$ cat config.mk
export PLATFORM = sky130hd
export DESIGN_NAME = router_reg
export DESIGN_NICKNAME = d
export VERILOG_FILES = /design/src/rtl/router_pkg.sv /design/src/rtl/router_parity_acc.sv /design/src/rtl/router_reg.sv
export SDC_FILE = /design/constraint.sdc
export NUM_CORES = 1
export LEC_CHECK = 0
export CAP_MARGIN = 30
export CORE_ASPECT_RATIO = 0.5
export CORE_MARGIN = 3
export CORE_UTILIZATION = 40
export CTS_BUF_LIST = sky130_fd_sc_hd__clkbuf_4 sky130_fd_sc_hd__clkbuf_8
export CTS_CLUSTER_SIZE = 30
export DETAILED_ROUTE_END_ITERATION = 16
export SYNTH_ARGS = -nofsm -noshare
export SYNTH_HDL_FRONTEND = slang
export SYNTH_SLANG_ARGS = --single-unit
$ cat constraint.sdc
create_clock -name clk -period 2.9 [get_ports clk]
set_input_delay 0.58 -clock clk [delete_from_list [all_inputs] [get_ports clk]]
set_output_delay 0.58 -clock clk [all_outputs]
set_load 0.005 [all_outputs]
$ cat src/rtl/router_pkg.sv
// Shared definitions for the 1x3 router: datapath widths, address encoding and FSM state names.
package router_pkg;

   localparam int DATA_W_DEF = 8;
   localparam int ADDR_W     = 2;
   localparam logic [ADDR_W-1:0] ADDR_INVALID = 2'b11;

   typedef enum logic [2:0] {
      DECODE_ADDR,
      LOAD_FIRST_DATA,
      LOAD_DATA,
      WAIT_TILL_EMPTY,
      FIFO_FULL_STATE,
      LOAD_AFTER_FULL,
      LOAD_PARITY,
      CHECK_PARITY_ERROR
   } fsm_state_e;

   // Address 3 has no output FIFO behind it.
   function automatic logic addr_valid(input logic [ADDR_W-1:0] addr);
      return addr != ADDR_INVALID;
   endfunction

endpackage

$ cat src/rtl/router_parity_acc.sv
// Running XOR parity over header and payload, capture of the packet parity byte, and their comparison.
module router_parity_acc
   import router_pkg::*;
#(
   parameter int DATA_W = DATA_W_DEF
) (
   input  logic              clk,
   input  logic              rstn,
   input  logic              clr,
   input  logic              acc_en,
   input  logic              cap_en,
   input  logic [DATA_W-1:0] din,
   output logic              mismatch
);

   logic [DATA_W-1:0] int_parity;
   logic [DATA_W-1:0] pkt_parity;

   // NOTE: sequential state uses non-blocking assignments so every register samples pre-edge values.
   always_ff @(posedge clk or negedge rstn) begin
      if (!rstn) begin
         int_parity <= '0;
         pkt_parity <= '0;
      end else begin
         if (clr)
            int_parity <= '0;
         else if (acc_en)
            int_parity <= int_parity ^ din;
         if (cap_en)
            pkt_parity <= din;
      end
   end

   assign mismatch = (int_parity != pkt_parity);

endmodule

$ cat src/rtl/router_reg.sv
// Router datapath register stage: header latch, one-byte stall buffer, output byte and packet status flags.
module router_reg
   import router_pkg::*;
#(
   parameter int DATA_W = DATA_W_DEF
) (
   input  logic              clk,
   input  logic              rstn,
   input  logic              pkt_valid,
   input  logic [DATA_W-1:0] din,
   input  logic              fifo_full,
   input  logic              detect_add,
   input  logic              lfd_state,
   input  logic              ld_state,
   input  logic              laf_state,
   input  logic              full_state,
   input  logic              rst_int_reg,
   output logic [DATA_W-1:0] dout,
   output logic              parity_done,
   output logic              low_pkt_valid,
   output logic              err
);

   logic [DATA_W-1:0] header;
   logic [DATA_W-1:0] hold;
   logic              mismatch;

   // Strobes reduced to one-hot with priority detect_add > lfd > ld > laf; FIFO_FULL_STATE freezes everything.
   logic run, s_da, s_lfd, s_ld, s_laf, s_rir;
   assign run   = !full_state;
   assign s_da  = run & detect_add;
   assign s_lfd = run & lfd_state & !detect_add;
   assign s_ld  = run & ld_state & !detect_add & !lfd_state;
   assign s_laf = run & laf_state & !detect_add & !lfd_state & !ld_state;
   assign s_rir = run & rst_int_reg;

   logic [DATA_W-1:0] acc_byte;
   assign acc_byte = s_lfd ? header : din;

   router_parity_acc #(.DATA_W(DATA_W)) u_parity (
      .clk      (clk),
      .rstn     (rstn),
      .clr      (s_da),
      .acc_en   (s_lfd | (s_ld & pkt_valid)),
      .cap_en   (s_ld & !pkt_valid),
      .din      (acc_byte),
      .mismatch (mismatch)
   );

   always_ff @(posedge clk or negedge rstn) begin
      if (!rstn) begin
         header <= '0;
         hold   <= '0;
         dout   <= '0;
      end else begin
         if (s_da & pkt_valid & addr_valid(din[ADDR_W-1:0]))
            header <= din;
         // A byte arriving while the FIFO is full is parked once and replayed in LOAD_AFTER_FULL.
         if (s_ld & fifo_full)
            hold <= din;
         if (s_lfd)
            dout <= header;
         else if (s_ld & !fifo_full)
            dout <= din;
         else if (s_laf)
            dout <= hold;
      end
   end

   always_ff @(posedge clk or negedge rstn) begin
      if (!rstn) begin
         parity_done   <= 1'b0;
         low_pkt_valid <= 1'b0;
         err           <= 1'b0;
      end else begin
         if (s_ld & !pkt_valid)
            low_pkt_valid <= 1'b1;
         else if (s_rir)
            low_pkt_valid <= 1'b0;

         if (s_da)
            parity_done <= 1'b0;
         else if ((s_ld & !fifo_full & !pkt_valid) | (s_laf & low_pkt_valid & !parity_done))
            parity_done <= 1'b1;

         // Error stays visible to the FSM until a new packet header is accepted.
         if (s_rir)
            err <= mismatch;
         else if (s_da & pkt_valid)
            err <= 1'b0;
      end
   end

endmodule
### Word level (Yosys, flattened, before mapping)

Index checks and enable logic that the tools add are counted.

| cells by class | value |
|---|---|
| eq/ne operators | 2 |
| mux-type cells | 12 |
| bitwise gates (word level) | 23 |
| reductions and logical operators | 12 |

Operator list:

| operator | count |
|---|---|
| 8-bit 2-to-1 mux | 6 |
| 1-bit AND | 20 |
| 8-bit inequality test | 1 |
| 2-bit nonzero test | 4 |
| 8-bit bitwise XOR | 1 |
| 1-bit zero test | 7 |
| 1-bit 2-to-1 mux | 6 |
| 3-bit nonzero test | 1 |
| 2-bit inequality test (second input constant) | 1 |
| 1-bit OR | 2 |

| storage, ports and cells | value |
|---|---|
| register bits | 43 |
| input bits | 18 |
| output and inout bits | 11 |

### Logic depth before layout (Yosys ltp)

| depth | value |
|---|---|
| depth in word-level cells | 10 |
| depth in mapped cells | 7 |

### Modules after synthesis

A second synthesis with hierarchy kept.

| second synthesis, totals | value |
|---|---|
| cells, all modules | 196 |
| area total of the unflattened synthesis | 2078.2 um^2 |

By module, submodules not included:

| module | instances | cells an instance | area an instance (um^2) | sequential area each (um^2) |
|---|---|---|---|---|
| router_reg | 1 | 134 | 1357.6 | 675.6 |
| router_parity_acc | 1 | 62 | 720.7 | 400.4 |

### Least setup slack after synthesis

OpenSTA, ideal clock, no wires.

| timing path | value |
|---|---|
| path kind | input port to flip-flop |
| start point | in detect_add |
| end point | reg dout[5] |
| setup time | 0.125 ns |
| arrival | 1.776 ns |
| data required time | 2.775 ns |
| slack | 0.999 ns |
| cell stages on the path | 6 |
| buffers on the path | 2 |
| cell sequence | buf_2 -> or3b_2 -> clkbuf_1 -> nor2_1 -> a211oi_1 -> mux2_2 |

| between the ends | value |
|---|---|
| longest elaborated chain between the ends | 6 |
| elaborated cells between the ends (all ways) | 11 |

Ends and longest elaborated chain:

| element | line | text |
|---|---|---|
| from (decl) | router_reg.sv:12 | `input logic detect_add,` |
| 1-bit zero test (*) | router_reg.sv:32, router_reg.sv:33, router_reg.sv:34 |  |
| 1-bit AND (2 in a row) | router_reg.sv:33 | `assign s_ld = run & ld_state & !detect_add & !lfd_state;` |
| 1-bit AND | router_reg.sv:63 | `else if (s_ld & !fifo_full)` |
| 8-bit 2-to-1 mux | router_reg.sv:63 |  |
| 8-bit 2-to-1 mux | router_reg.sv:61 | `if (s_lfd)` |
| to (signal assigned) | router_reg.sv:62 | `dout <= header;` |
| to (signal assigned) | router_reg.sv:64 | `dout <= din;` |
| to (signal assigned) | router_reg.sv:66 | `dout <= hold;` |
| to (decl) | router_reg.sv:18 | `output logic [DATA_W-1:0] dout,` |

Every way passes the cells marked *; elsewhere a longest branch is shown, timed or not.
A chain may end at the register's enable or synchronous reset.

### Worst setup path in the final report

Ends and elaborated chain as after synthesis.

==> summary.md <==
| Metric | Value |
|---|---|
| DR iter-0 viols | 25 |
| Top Ports | 29 |
| Total power draw | 1.57 mW |
| Fin cells | 298 |
| Vias in the first global route | between 1500 and 2000 |
| Synth cell types | 31 |
| Seq/Total Area, Yosys | between 50% and 60% |
| Worst hold slack | 77.8 ps |
| Fin crit period | about 2300 ps |
| Total track usage | about 17% |
| Slowest cell delay on critical path | 560 ps |
| Vias per cell | 5.39 |
| Slew @ Worst Pin | around 510 ps |
| Mapped Area | 2100 um2 |
| Worst path required time | about 3000 ps |
| Largest net degree at the start of global routing | 44 |
| Mean Syn Cell Area | around 10 um2 |
| Leak | 1.03 nW |
| Yosys top cell area share | around half |
| Final worst-path cycle share | around 79% |
| N_diodes | 0 |
| Hold buffers post-CTS | 0 |
| Sink Count | 43 |
| Antenna Nets Post-Route | 0 |
| Final Net Count | between 200 and 300 |
| Total gr overflow | 0 |
| Unrepaired setup endpoints after global routing | false |
| Status | finished, final reports clean |
| Share of layout cells above drive strength 1 | between 10 and 15% |
| Port bufs | 28 |
| Buffers & Inverters on Critical Path | 2 |
| Final core occ | 54.0% |
| Hold Crit Class | in -> async |
| DRC | 0 |
| CTS max path bufs | 2 |
| Die Span X | 109 um |
| Cell Area, Placed | between 2000 and 2500 um2 |
| Flops & latches, synth | 43 |
| Vias | between 1500 and 2000 |
| WL/cell | approximately 16 um |
| Setup ws final | 600 ps |
| Post-synth EDFFs | 0 |
| Crit. End Element | flip-flop |
| Post-CTS sizing | 0 |
| Pwr/cell area | 614 nW/um2 |
| Row count | 17 |
| Top FF cell, synth | dfrtp_1 |
| Synth Instances | about 200 |
| CTS Root Cell | clkbuf_8 |
| Skew-Pair Late Insertion Delay | around 300 ps |
| Gpl congestion | roughly 0.77 |
| Area contributors post-synth | dfrtp_1, mux2_2, nand2_1 |
| Post-synth top area cell | dfrtp_1 |
| Peak supply drop | about 0.00029 V |
| CTS tree | done |
| Dpl cells | 290 |
| Max-Cap Viols | 0 |
| HPWL after DPL | 3360 um |
| Fin area | around 2500 um2 |
| Die height | 57.3 um |
| Ys Warns | 0 |
| Area Growth Syn to Fin | 21.3% |
| Core area | between 4000 and 5000 um2 |
| Max Freq | roughly 0.43 GHz |
| Clk slew on worst S/H paths | 80 ps |
| Worst setup path class | in -> reg |
| Crit path DAT | approximately 2500 ps |
| Cts bufs inserted | 5 |
| Post-Syn Nets | between 200 and 250 |
| Worst-path fanout max | 11 |
| First-pass GRT wire length | 8110 um |
| Total setup buffers inserted after CTS | 0 |
| Initial Util | between 40% and 50% |
| TNS Setup | 0 ps |
| Final hold violations | 0 |
| CP startpoint kind | input port |
| Drt pass-1 iters | 4 |
| Skew final | 4.23 ps |
| Sum of routed wire length over all layers | ~4800 um |
| CP cell instances | clkdlybuf4s50_1 -> nor4b_1 -> buf_4 -> and2_1 -> a211oi_1 -> mux2_2 |
| Max-slew violations | 0 |
| Initial antenna violation count | 0 |
| Setup-failing EPs final | 0 |
| H-tree depth | 2 |
| Critical path's top delay family | buffers and inverters |
| Crit path depth | 6 |
| R2R cell count | 2 |
| Slew Limit Headroom | between 60% and 70% |
| Worst slack, placed | between 300 and 400 ps |
| Critical path's slowest cell | clkdlybuf4s50_1 |
| Die area | approximately 6200 um2 |
| Post-synth ARST share | 100% |
[worst paths after layout]
check                                       start                      to  slack, ps
max                                    detect_add                 dout[5]        600
min                                          rstn               header[4]         80
max reg2reg                u_parity.int_parity[6]  u_parity.int_parity[6]       1750
min reg2reg                u_parity.pkt_parity[2]  u_parity.pkt_parity[2]        500
max in group asynchronous                    rstn  u_parity.pkt_parity[2]       2400
min in group clk           u_parity.pkt_parity[2]  u_parity.pkt_parity[2]        500
[registers in the layout, summed over array words and instances, names as in the netlist]
register             cells
hold                     8
err                      1
u_parity.int_parity      8
dout                     8
low_pkt_valid            1
parity_done              1
u_parity.pkt_parity      8
header                   8
[power breakdown]
group	switching (mW)	internal, mW
Combinational	0.155	0.215
Clock	0.211	0.187
Sequential	0.0773	0.721
[cells in the mapped netlist (3+ instances only)]
master	count
o21ai_0	14
nor2_1	14
buf_2	4
nand2b_1	3
dfrtp_1	43
mux2_2	16
o31ai_1	5
a211oi_1	6
inv_1	3
xnor2_1	8
clkbuf_1	5
or3_1	6
nand4_1	8
nand2_1	24
a31oi_1	6
mux2i_1	6
o21a_1	6
a21oi_1	9
[layout by cell type, fill, tap and decap left out, types with 2 or more instances in the layout]
| cell | Yosys | final |
|---|---|---|
| or3_1 | 6 | 6 |
| nand2b_1 | 3 | 3 |
| nand4_1 | 8 | 8 |
| o21a_1 | 6 | 6 |
| a31oi_1 | 6 | 6 |
| mux2i_1 | 6 | 6 |
| xnor2_1 | 8 | 8 |
| nor2_1 | 14 | 14 |
| mux2_2 | 16 | 16 |
| a21oi_1 | 9 | 9 |
| a211oi_1 | 6 | 6 |
| buf_4 | 0 | 5 |
| or4_1 | 2 | 2 |
| clkdlybuf4s50_1 | 0 | 27 |
| o22a_1 | 2 | 2 |
| clkbuf_8 | 0 | 6 |
| o31ai_1 | 5 | 5 |
| o21ai_0 | 14 | 14 |
| inv_1 | 3 | 3 |
| dfrtp_1 | 43 | 43 |
| nand2_1 | 24 | 24 |
[worst register-to-register path: stages, from the launching register on]
cell     delay, ps
dfrtp_1        410
or4_1          520
a21oi_1        140
[final cells by class]
type | instances | area (um2)
fill | 451 | 2170
sequential | 43 | 1080
clock buffer | 6 | 82.6
inverter | 4 | 15.0
clock inverter | 1 | 5.00
multi-input combinational | 144 | 956
timing repair buffer | 34 | 333
tap | 66 | 82.6
[layer usage]
| metal | up-vias | track usage, % | wire (um) |
|---|---|---|---|
| li1 | 786 | - | - |
| met1 | 784 | 25.4 | 2460 |
| met2 | 26 | 24.2 | 2040 |
| met3 | 10 | 4.63 | 224 |
| met4 | 0 | 6.65 | 77 |
| met5 | - | 0 | 0 |
[logic make-up after synthesis]
logic type                after synthesis  synth area share, %
muxes                                  22                 11.4
xor gates and xnor gates                8                 3.33
buffers and inverters                  15                 3.63
AOI/OAI and AO/OA                      50                 14.9
and+or+nand+nor                        64                 15.5
DFF                                    43                 51.2
Power figures use the tool's default switching activity.
